$ cat src/rtl/playback_engine_pkg.sv
// rtl/playback_engine_pkg.sv - state, slot types and slot selection for playback_engine
package playback_engine_pkg;

  // Upper bound on SLOTS*CH*2; slot_sel takes the word zero-extended to this width.
  localparam int MAX_WORD_W = 4096;

  typedef enum logic [4:0] {
    S_IDLE = 5'b00001,
    S_LOAD = 5'b00010,
    S_PLAY = 5'b00100,
    S_DONE = 5'b01000,
    S_ERR  = 5'b10000
  } pb_state_t;

  typedef struct packed {
    logic enable;
    logic out;
  } slot_t;

  function automatic slot_t slot_sel(input logic [MAX_WORD_W-1:0] word, input int slot,
                                     input int ch, input int chNum);
    return slot_t'(2'(word >> (2 * (slot * chNum + ch))));
  endfunction

endpackage

$ cat src/rtl/playback_engine_oneshot.sv
// rtl/playback_engine_oneshot.sv - one-cycle pulse on each rising edge of an async strobe
module playback_engine_oneshot (
  input  logic clk,
  input  logic resetN,
  input  logic trigger,
  output logic pulse
);

  logic prev;

  // prev resets high so a strobe already high when reset releases does not fire.
  always_ff @(posedge clk) begin
    if (!resetN) begin
      prev  <= 1'b1;
      pulse <= 1'b0;
    end else begin
      prev  <= trigger;
      pulse <= trigger & ~prev;
    end
  end

endmodule

$ cat src/rtl/playback_engine.sv
// rtl/playback_engine.sv - serialises SLOTS slots per FIFO word onto CH channels, one slot per playbackClk edge
module playback_engine
  import playback_engine_pkg::*;
#(
  parameter int SLOTS = 16,
  parameter int CH    = 1,
  parameter int CNT_W = 16
) (
  input  logic                    clk,
  input  logic                    resetN,
  input  logic                    enable,
  input  logic                    abort,
  input  logic [SLOTS*CH*2-1:0]   fifoData,
  input  logic                    fifoValid,
  input  logic [CNT_W-1:0]        requestNum,
  input  logic                    playbackClk,
  output logic [CH-1:0]           dOut,
  output logic [CH-1:0]           dEnable,
  output logic                    advFIFO,
  output logic                    complete,
  output logic                    underrun,
  output logic                    busy,
  output logic [CNT_W-1:0]        wordCount
);

  localparam int WORD_W = SLOTS * CH * 2;
  localparam int SLOT_W = $clog2(SLOTS);
  localparam logic [SLOT_W-1:0] LAST_SLOT = SLOT_W'(SLOTS - 1);

  pb_state_t          state;
  logic [WORD_W-1:0]  shadow;
  logic [SLOT_W-1:0]  slot;
  logic [CNT_W-1:0]   reqReg;
  logic               tick;
  logic               lastTick;
  logic               lastWord;
  logic               capture;
  slot_t              sel;

  playback_engine_oneshot uTick (
    .clk    (clk),
    .resetN (resetN),
    .trigger(playbackClk),
    .pulse  (tick)
  );

  assign lastTick = (state == S_PLAY) && tick && (slot == LAST_SLOT);
  assign lastWord = (wordCount + CNT_W'(1)) == reqReg;
  // A capture is the only source of advFIFO, so pop and shadow load can never diverge.
  assign capture  = !abort && fifoValid && ((state == S_LOAD) || (lastTick && !lastWord));
  assign advFIFO  = capture;

  assign complete = (state == S_DONE);
  assign underrun = (state == S_ERR);
  assign busy     = (state == S_LOAD) || (state == S_PLAY);

  always_ff @(posedge clk) begin
    if (!resetN) begin
      state     <= S_IDLE;
      shadow    <= '0;
      slot      <= '0;
      reqReg    <= '0;
      wordCount <= '0;
    end else if (abort) begin
      state <= S_IDLE;
    end else begin
      if (capture) begin
        shadow <= fifoData;
        slot   <= '0;
      end
      case (state)
        S_IDLE: begin
          if (enable) begin
            reqReg    <= requestNum;
            wordCount <= '0;
            state     <= (requestNum == '0) ? S_DONE : S_LOAD;
          end
        end
        S_LOAD: begin
          if (fifoValid) state <= S_PLAY;
        end
        S_PLAY: begin
          if (tick) begin
            if (slot != LAST_SLOT) begin
              slot <= slot + SLOT_W'(1);
            end else begin
              wordCount <= wordCount + CNT_W'(1);
              if (lastWord)        state <= S_DONE;
              else if (!fifoValid) state <= S_ERR;
            end
          end
        end
        S_DONE, S_ERR: begin
          if (!enable) state <= S_IDLE;
        end
        default: state <= S_IDLE;
      endcase
    end
  end

  always_comb begin
    dOut    = '0;
    dEnable = '0;
    sel     = '0;
    if (state == S_PLAY && !abort) begin
      for (int c = 0; c < CH; c++) begin
        sel        = slot_sel(MAX_WORD_W'(shadow), int'(slot), c, CH);
        dOut[c]    = sel.out;
        dEnable[c] = sel.enable;
      end
    end
  end

endmodule

$ cat config.mk
export PLATFORM = sky130hd
export DESIGN_NAME = playback_engine
export DESIGN_NICKNAME = d
export VERILOG_FILES = /design/src/rtl/playback_engine_pkg.sv /design/src/rtl/playback_engine_oneshot.sv /design/src/rtl/playback_engine.sv
export SDC_FILE = /design/constraint.sdc
export NUM_CORES = 1
export LEC_CHECK = 0
export BUFFER_PORTS_ARGS = -buffer_cell sky130_fd_sc_hd__clkbuf_2
export CAP_MARGIN = 20
export CORE_MARGIN = 5
export CORE_UTILIZATION = 56
export CTS_CLUSTER_SIZE = 30
export DETAILED_ROUTE_END_ITERATION = 8
export PLACE_DENSITY_LB_ADDON = 0.3
export SETUP_SLACK_MARGIN = 0.02
export SLEW_MARGIN = 20
export SYNTH_ARGS = -nofsm -noshare
export SYNTH_HDL_FRONTEND = slang
export SYNTH_SLANG_ARGS = --single-unit
$ cat constraint.sdc
create_clock -name clk -period 2.41 [get_ports clk]
set_input_delay 0 -clock clk [delete_from_list [all_inputs] [get_ports clk]]
set_output_delay 0 -clock clk [all_outputs]
set_load 0.05 [all_outputs]
# [Word-level counts from Yosys, hierarchy flattened]
# Cells that the tools add are included.
[totals] register_bits=75 inputBits=54 out_inout_bits=22 wordCells=65
[classes] n_addsub=2 eq_ne=14 shift=1 muxes=19 n_bitwise=4 n_reduce_logical=18
[ops] op="16-bit two-way mux" count=3
[ops] op="5-bit two-way mux" count=7
[ops] op="16-bit case mux with 2 select lines" count=1
[ops] op="32-bit by 5-bit right shift with 2-bit output" count=1
[ops] op="4-bit two-way mux" count=5
[ops] op="5-bit case mux with 4 select lines" count=1
[ops] op="16-bit by 1-bit adder with 16-bit output (second input constant)" count=1
[ops] op="16-bit == test" count=1
[ops] op="16-bit logical NOT" count=1
[ops] op="2-bit inequality test (second input constant)" count=4
[ops] op="1-bit logical AND" count=6
[ops] op="6-bit AND reduction" count=1
[ops] op="5-bit by 1-bit == test with 1-bit output (second input constant)" count=1
[ops] op="5-bit by 2-bit == test with 1-bit output (second input constant)" count=1
[ops] op="5-bit by 3-bit == test with 1-bit output (second input constant)" count=1
[ops] op="5-bit by 4-bit == test with 1-bit output (second input constant)" count=1
[ops] op="5-bit == test (second input constant)" count=1
[ops] op="5-bit AND reduction" count=1
[ops] op="4-bit by 1-bit adder with 4-bit output (second input constant)" count=1
[ops] op="4-bit == test (second input constant)" count=1
[ops] op="4-bit inequality test (second input constant)" count=1
[ops] op="2-bit OR reduction" count=2
[ops] op="3-bit inequality test (second input constant)" count=1
[ops] op="1-bit inverter" count=3
[ops] op="8 further kinds" count=11

# [Logic depth before layout (Yosys ltp)]
[logic_depth] depth_word=10 depth_mapped=11 mapped_depth_nobuf=9

# [Hierarchy]
# From an unflattened synthesis, not the netlist that was laid out.
[hier_totals] hier_cells=479 hier_area_um2=4139.0
[modules_own_cells] mod="playback_engine" n_inst=1 cells_each=475 area_per_inst_um2=4083.9 seq_area_each_um2=1461.4
[modules_own_cells] mod="playback_engine_oneshot" n_inst=1 cells_each=4 area_per_inst_um2=55.1 seq_area_each_um2=40.0

# [Worst setup path before layout]
# OpenSTA, ideal clock, no wires.
[synth_timing] path_type="register to register" startpoint="reg wordCount[0]" endpoint="reg shadow[25]" setup_time_ps=123 t_arrival_ps=2534 required_ps=2287 setup_slack_ps=-247 path_stages_with_launch=12 path_buffers=2 period_less_slack_ps=2657 path_cell_list="dfxtp_1 -> ha_1 -> and3_1 -> buf_2 -> and4_1 -> xnor2_1 -> nor4_1 -> nand4_1 -> nand2_2 -> inv_4 -> buf_6 -> mux2i_1"
[synth_between] elab_chain_len=7
[synth_lines] item="start, declared" line_no="playback_engine.sv:23" rtl="output logic [CNT_W-1:0] wordCount"
[synth_lines] item="start signal, assigned" line_no="playback_engine.sv:87" rtl="wordCount <= wordCount + CNT_W'(1);"
[synth_lines] item="16-bit by 1-bit adder with 16-bit output" line_no="playback_engine.sv:48" rtl="assign lastWord = (wordCount + CNT_W'(1)) == reqReg;"
[synth_lines] item="16-bit == test" line_no="playback_engine.sv:48"
[synth_lines] item="1-bit logical NOT" line_no="playback_engine.sv:50" rtl="assign capture = !abort && fifoValid && ((state == S_LOAD) || (lastTick && !lastWord));"
[synth_lines] item="1-bit logical AND" line_no="playback_engine.sv:50"
[synth_lines] item="1-bit logical OR" line_no="playback_engine.sv:50"
[synth_lines] item="1-bit logical AND" line_no="playback_engine.sv:50"
[synth_lines] item="net advFIFO" line_no="playback_engine.sv:19" rtl="output logic advFIFO,"
[synth_lines] item="2-bit AND reduction (no source line)"
[synth_lines] item="end signal, assigned" line_no="playback_engine.sv:68" rtl="shadow <= fifoData;"
[synth_lines] item="end, declared" line_no="playback_engine.sv:31" rtl="logic [WORD_W-1:0] shadow;"
# The timed path passes the listed nets, and every way through them passes these cells.
# A chain may end at the register's enable or synchronous reset.

# [Worst setup path in the final report]
[layout_timing] startpoint="reg wordCount[1]" endpoint="out advFIFO"
[layout_between] elab_chain_len=6
[layout_lines] item="16-bit by 1-bit adder with 16-bit output" line_no="playback_engine.sv:48"
[layout_lines] item="16-bit == test" line_no="playback_engine.sv:48"
[layout_lines] item="1-bit logical NOT" line_no="playback_engine.sv:50"
[layout_lines] item="1-bit logical AND" line_no="playback_engine.sv:50"
[layout_lines] item="1-bit logical OR" line_no="playback_engine.sv:50"
[layout_lines] item="1-bit logical AND" line_no="playback_engine.sv:50"
[layout_lines] item="end, declared" line_no="playback_engine.sv:19"
# No other way between the ends.

==> impl_metrics.toml <==
[outcome]
status = "finished, final reports clean"

[setup_path]
crit_family = "simple AND/OR/NAND/NOR gates"
reg2regPathDepth = 11
crit_arrival_ns = 2.35
slowest_stage = "dfxtp_4"
worst-r2r-setup-slack_ns = 0.09
crit_chain = "ha_4 -> and3_4 -> buf_4 -> and4_1 -> o22ai_1 -> nor4_1 -> nand4_1 -> nand2_4 -> inv_12 -> clkbuf_16"
crit_buf_inv = 3
cp.depth = 10
worst-path-max-fanout = 5
worstPathRequired_ns = 2.41
crit_type = "flip-flop to output port"
startpoint_type = "flip-flop"
cpPeakStageDelay_ns = 0.37
cp-end-kind = "output port"

[cells_and_area]
antenna_cells = 0
area_delta_synth_final_pct = 38.0
fill_cells = 427
finalNetCount = 703
seqCellArea_mm2 = 0.00154
post_route_cells_drive_above_1_share_pct = 29.8
stdcell_area_mm2 = 0.00586
layout.cells.non_filler = 751
multi_input_area_mm2 = 0.00269

[yosys]
synth_top_area_share_pct = 35.4
syn_avg_cell_area_um2 = 8.49
syn_nets = 556
ys.flop_type = "dfxtp_1"
synthTopCellsByArea = "dfxtp_1, nand2_1, mux2i_1"
postSynth.asyncResetShare_pct = 0
synth_cell_types = 62
netlist_instances = 500
yosys-top-cells-count = "nand2_1, dfxtp_1, mux2i_1, nor2_1, clkbuf_1"
synth_top_cell_by_area = "dfxtp_1"
ys_seq_elements = 75
yosysSeqAreaShare_pct = 35.4
yosysMostFrequentCell = "nand2_1"
netlist_area_mm2 = 0.00424
synth_edf_count = 0
yosysWarningCount = 0

[global_route]
antenna_found_initial = 0
grt_pass1_vias = 4352
grt-ovfl-total = 0
grt_max_degree = 81
track_usage_pct = 27.7
grt_pass1_wl_mm = 21.4

[routing]
antenna_left = 0
dr.pass1.iters = 5
wl_mm = 13.5
detail_route.iter0.violations = 309
vias_per_cell = 5.90
drt_drc_violations_left = 0
vias = 4433
routedWlPerCell_um = 18.0

[floorplanning]
core_mm2 = 0.00733
ios = 76
die_w_um = 97.1
die_height_um = 97.1
die_area_mm2 = 0.00942
num_rows = 31
start_util_pct = 57.9

[timing]
fmax_mhz = 425
fin_ws_ns = 0.0578
finalSetupViolCount = 0
post-route-min-period_ns = 2.35
skew_ns = 0.00838
period_share_pct = 97.6
drv_slew = 0
tightest_slew_ns = 0.556
hold_viol = 0
worst_hold_slack_ns = 0.0274
relSlewSlack_pct = 62.9

[pwr]
ir_worst_vdd_v = 0.000378
p_per_area_mw_per_mm2 = 442
p_leak_nw = 2.33

[clock_network]
clock_sinks = 75
cts.clk_slew.worst_paths_ns = 0.09
cts_buffer_depth = 2
clock_latency_ns = 0.36
ctsHtreeMaxLevel = 3
cts_root_buf = "clkbuf_8"
cts_tree = "done"
numCtsBuffers = 9

[placed_design]
placed_cells = 669
dpl.hpwl_mm = 8.04
place.gp.congestion = 0.924
port_buffers = 75
placed_area_mm2 = 0.00483
dp_slack_ns = 0.0249

[worst_hold_path]
whs_path_depth = 4
worstHoldPathType = "input port to flip-flop"

[flow_run]
cap_violations = 0
[logic make-up (layout without fill, tap and decap cells)]
family	after synthesis	count (layout)	synth area share [%]
xor gates and xnor gates	21	21	4.33
adders and majority gates	2	2	0.590
and+or+nand+nor	239	239	28.9
buffers and inverters	39	191	4.54
DFF	75	75	35.4
AOI/OAI and AO/OA	81	81	13.1
muxes	43	43	13.1
[path summary, 6_finish.rpt]
check	start	to
setup / recovery	wordCount[1]	advFIFO
hold / removal	fifoValid	state[1]
setup reg to reg	wordCount[1]	shadow[19]
hold reg to reg	uTick.prev	uTick.pulse
[per-layer routing]
| metal | wire (µm) | global-route usage [%] | share of wire (%) |
|---|---|---|---|
| met1 | 5620 | 35.2 | 42 |
| met2 | 6580 | 45.6 | 49 |
| met3 | 924 | 5.60 | 6.8 |
| met4 | 399 | 11.7 | 3.0 |
| met5 | 0 | 0 | 0 |
[worst reg2reg max path: cells and delay by family, from the launching register on]
| family | cells | cell delay [ns] |
|---|---|---|
| mux | 1 | 0.23 |
| fa+ha+maj | 1 | 0.17 |
| simple gates | 5 | 1.04 |
| compound gates | 1 | 0.09 |
| flops | 1 | 0.37 |
| buf+inv | 3 | 0.33 |
[power breakdown]
part           internal [mW]  switching (mW)  leakage (nW)
Clock                  0.453           0.541        0.0966
Sequential              1.25          0.0220         0.616
Combinational          0.163           0.162          1.62
Total                   1.87           0.725          2.33
[sequential cells by signal (all words and copies together) (netlist names)]
signal       cells
uTick.pulse      1
reqReg          16
wordCount       16
uTick.prev       1
slot             4
shadow          32
state            5
[placed cells by master (no fill, tap or decap), types with 5 or more instances in the layout]
| cell | n |
|---|---|
| a21boi_0 | 17 |
| a21oi_1 | 9 |
| clkbuf_8 | 9 |
| nor3_1 | 5 |
| o21ai_0 | 18 |
| o21a_1 | 7 |
| o31ai_1 | 5 |
| xor2_1 | 5 |
| nand4_1 | 5 |
| mux4_2 | 10 |
| xnor2_1 | 15 |
| clkbuf_2 | 74 |
| dfxtp_2 | 8 |
| and2_1 | 13 |
| nand2_1 | 114 |
| buf_4 | 41 |
| nand3_1 | 16 |
| nor2b_1 | 8 |
| mux2i_1 | 32 |
| nor4_1 | 10 |
| dlygate4sd3_1 | 50 |
| dfxtp_1 | 60 |
| nor2_1 | 21 |
| dfxtp_4 | 7 |
| nand2b_1 | 5 |
[area by class of cell]
type | instances | area share, %
sequential | 75 | 26.2
timing repair buffer | 171 | 21.7
clock inverter | 6 | 0.897
clock buffer | 10 | 2.54
timing repair inverter | 1 | 0.150
multi-input combinational | 386 | 46.0
inverter | 3 | 0.406
tap | 99 | 2.11
[what timing repair did]
| item | CTS | global route |
|---|---|---|
| gates resized for setup | 23 | 19 |
| setup endpoints to repair | 5 | 49 |
| pin swaps | 6 | 12 |
| setup buffers | 5 | 10 |
| cloned | 1 | 0 |
| hold buffers | 50 | 0 |
| hold endpoints to repair | 51 | 0 |
[stage by stage]
| stage | total power, mW | util, % | setup TNS, ns |
|---|---|---|---|
| 2_1_floorplan | 1.44 | - | 0 |
| 3_3_place_gp | 1.54 | 65.9 | 0 |
| 3_5_place_dp | 1.54 | 65.9 | 0 |
| 4_1_cts | 2.57 | 77.7 | 0 |
| 5_1_grt | 2.68 | 79.9 | -0.586 |
| 6_report | 2.59 | 79.9 | 0 |
Power figures use the tool's default switching activity.
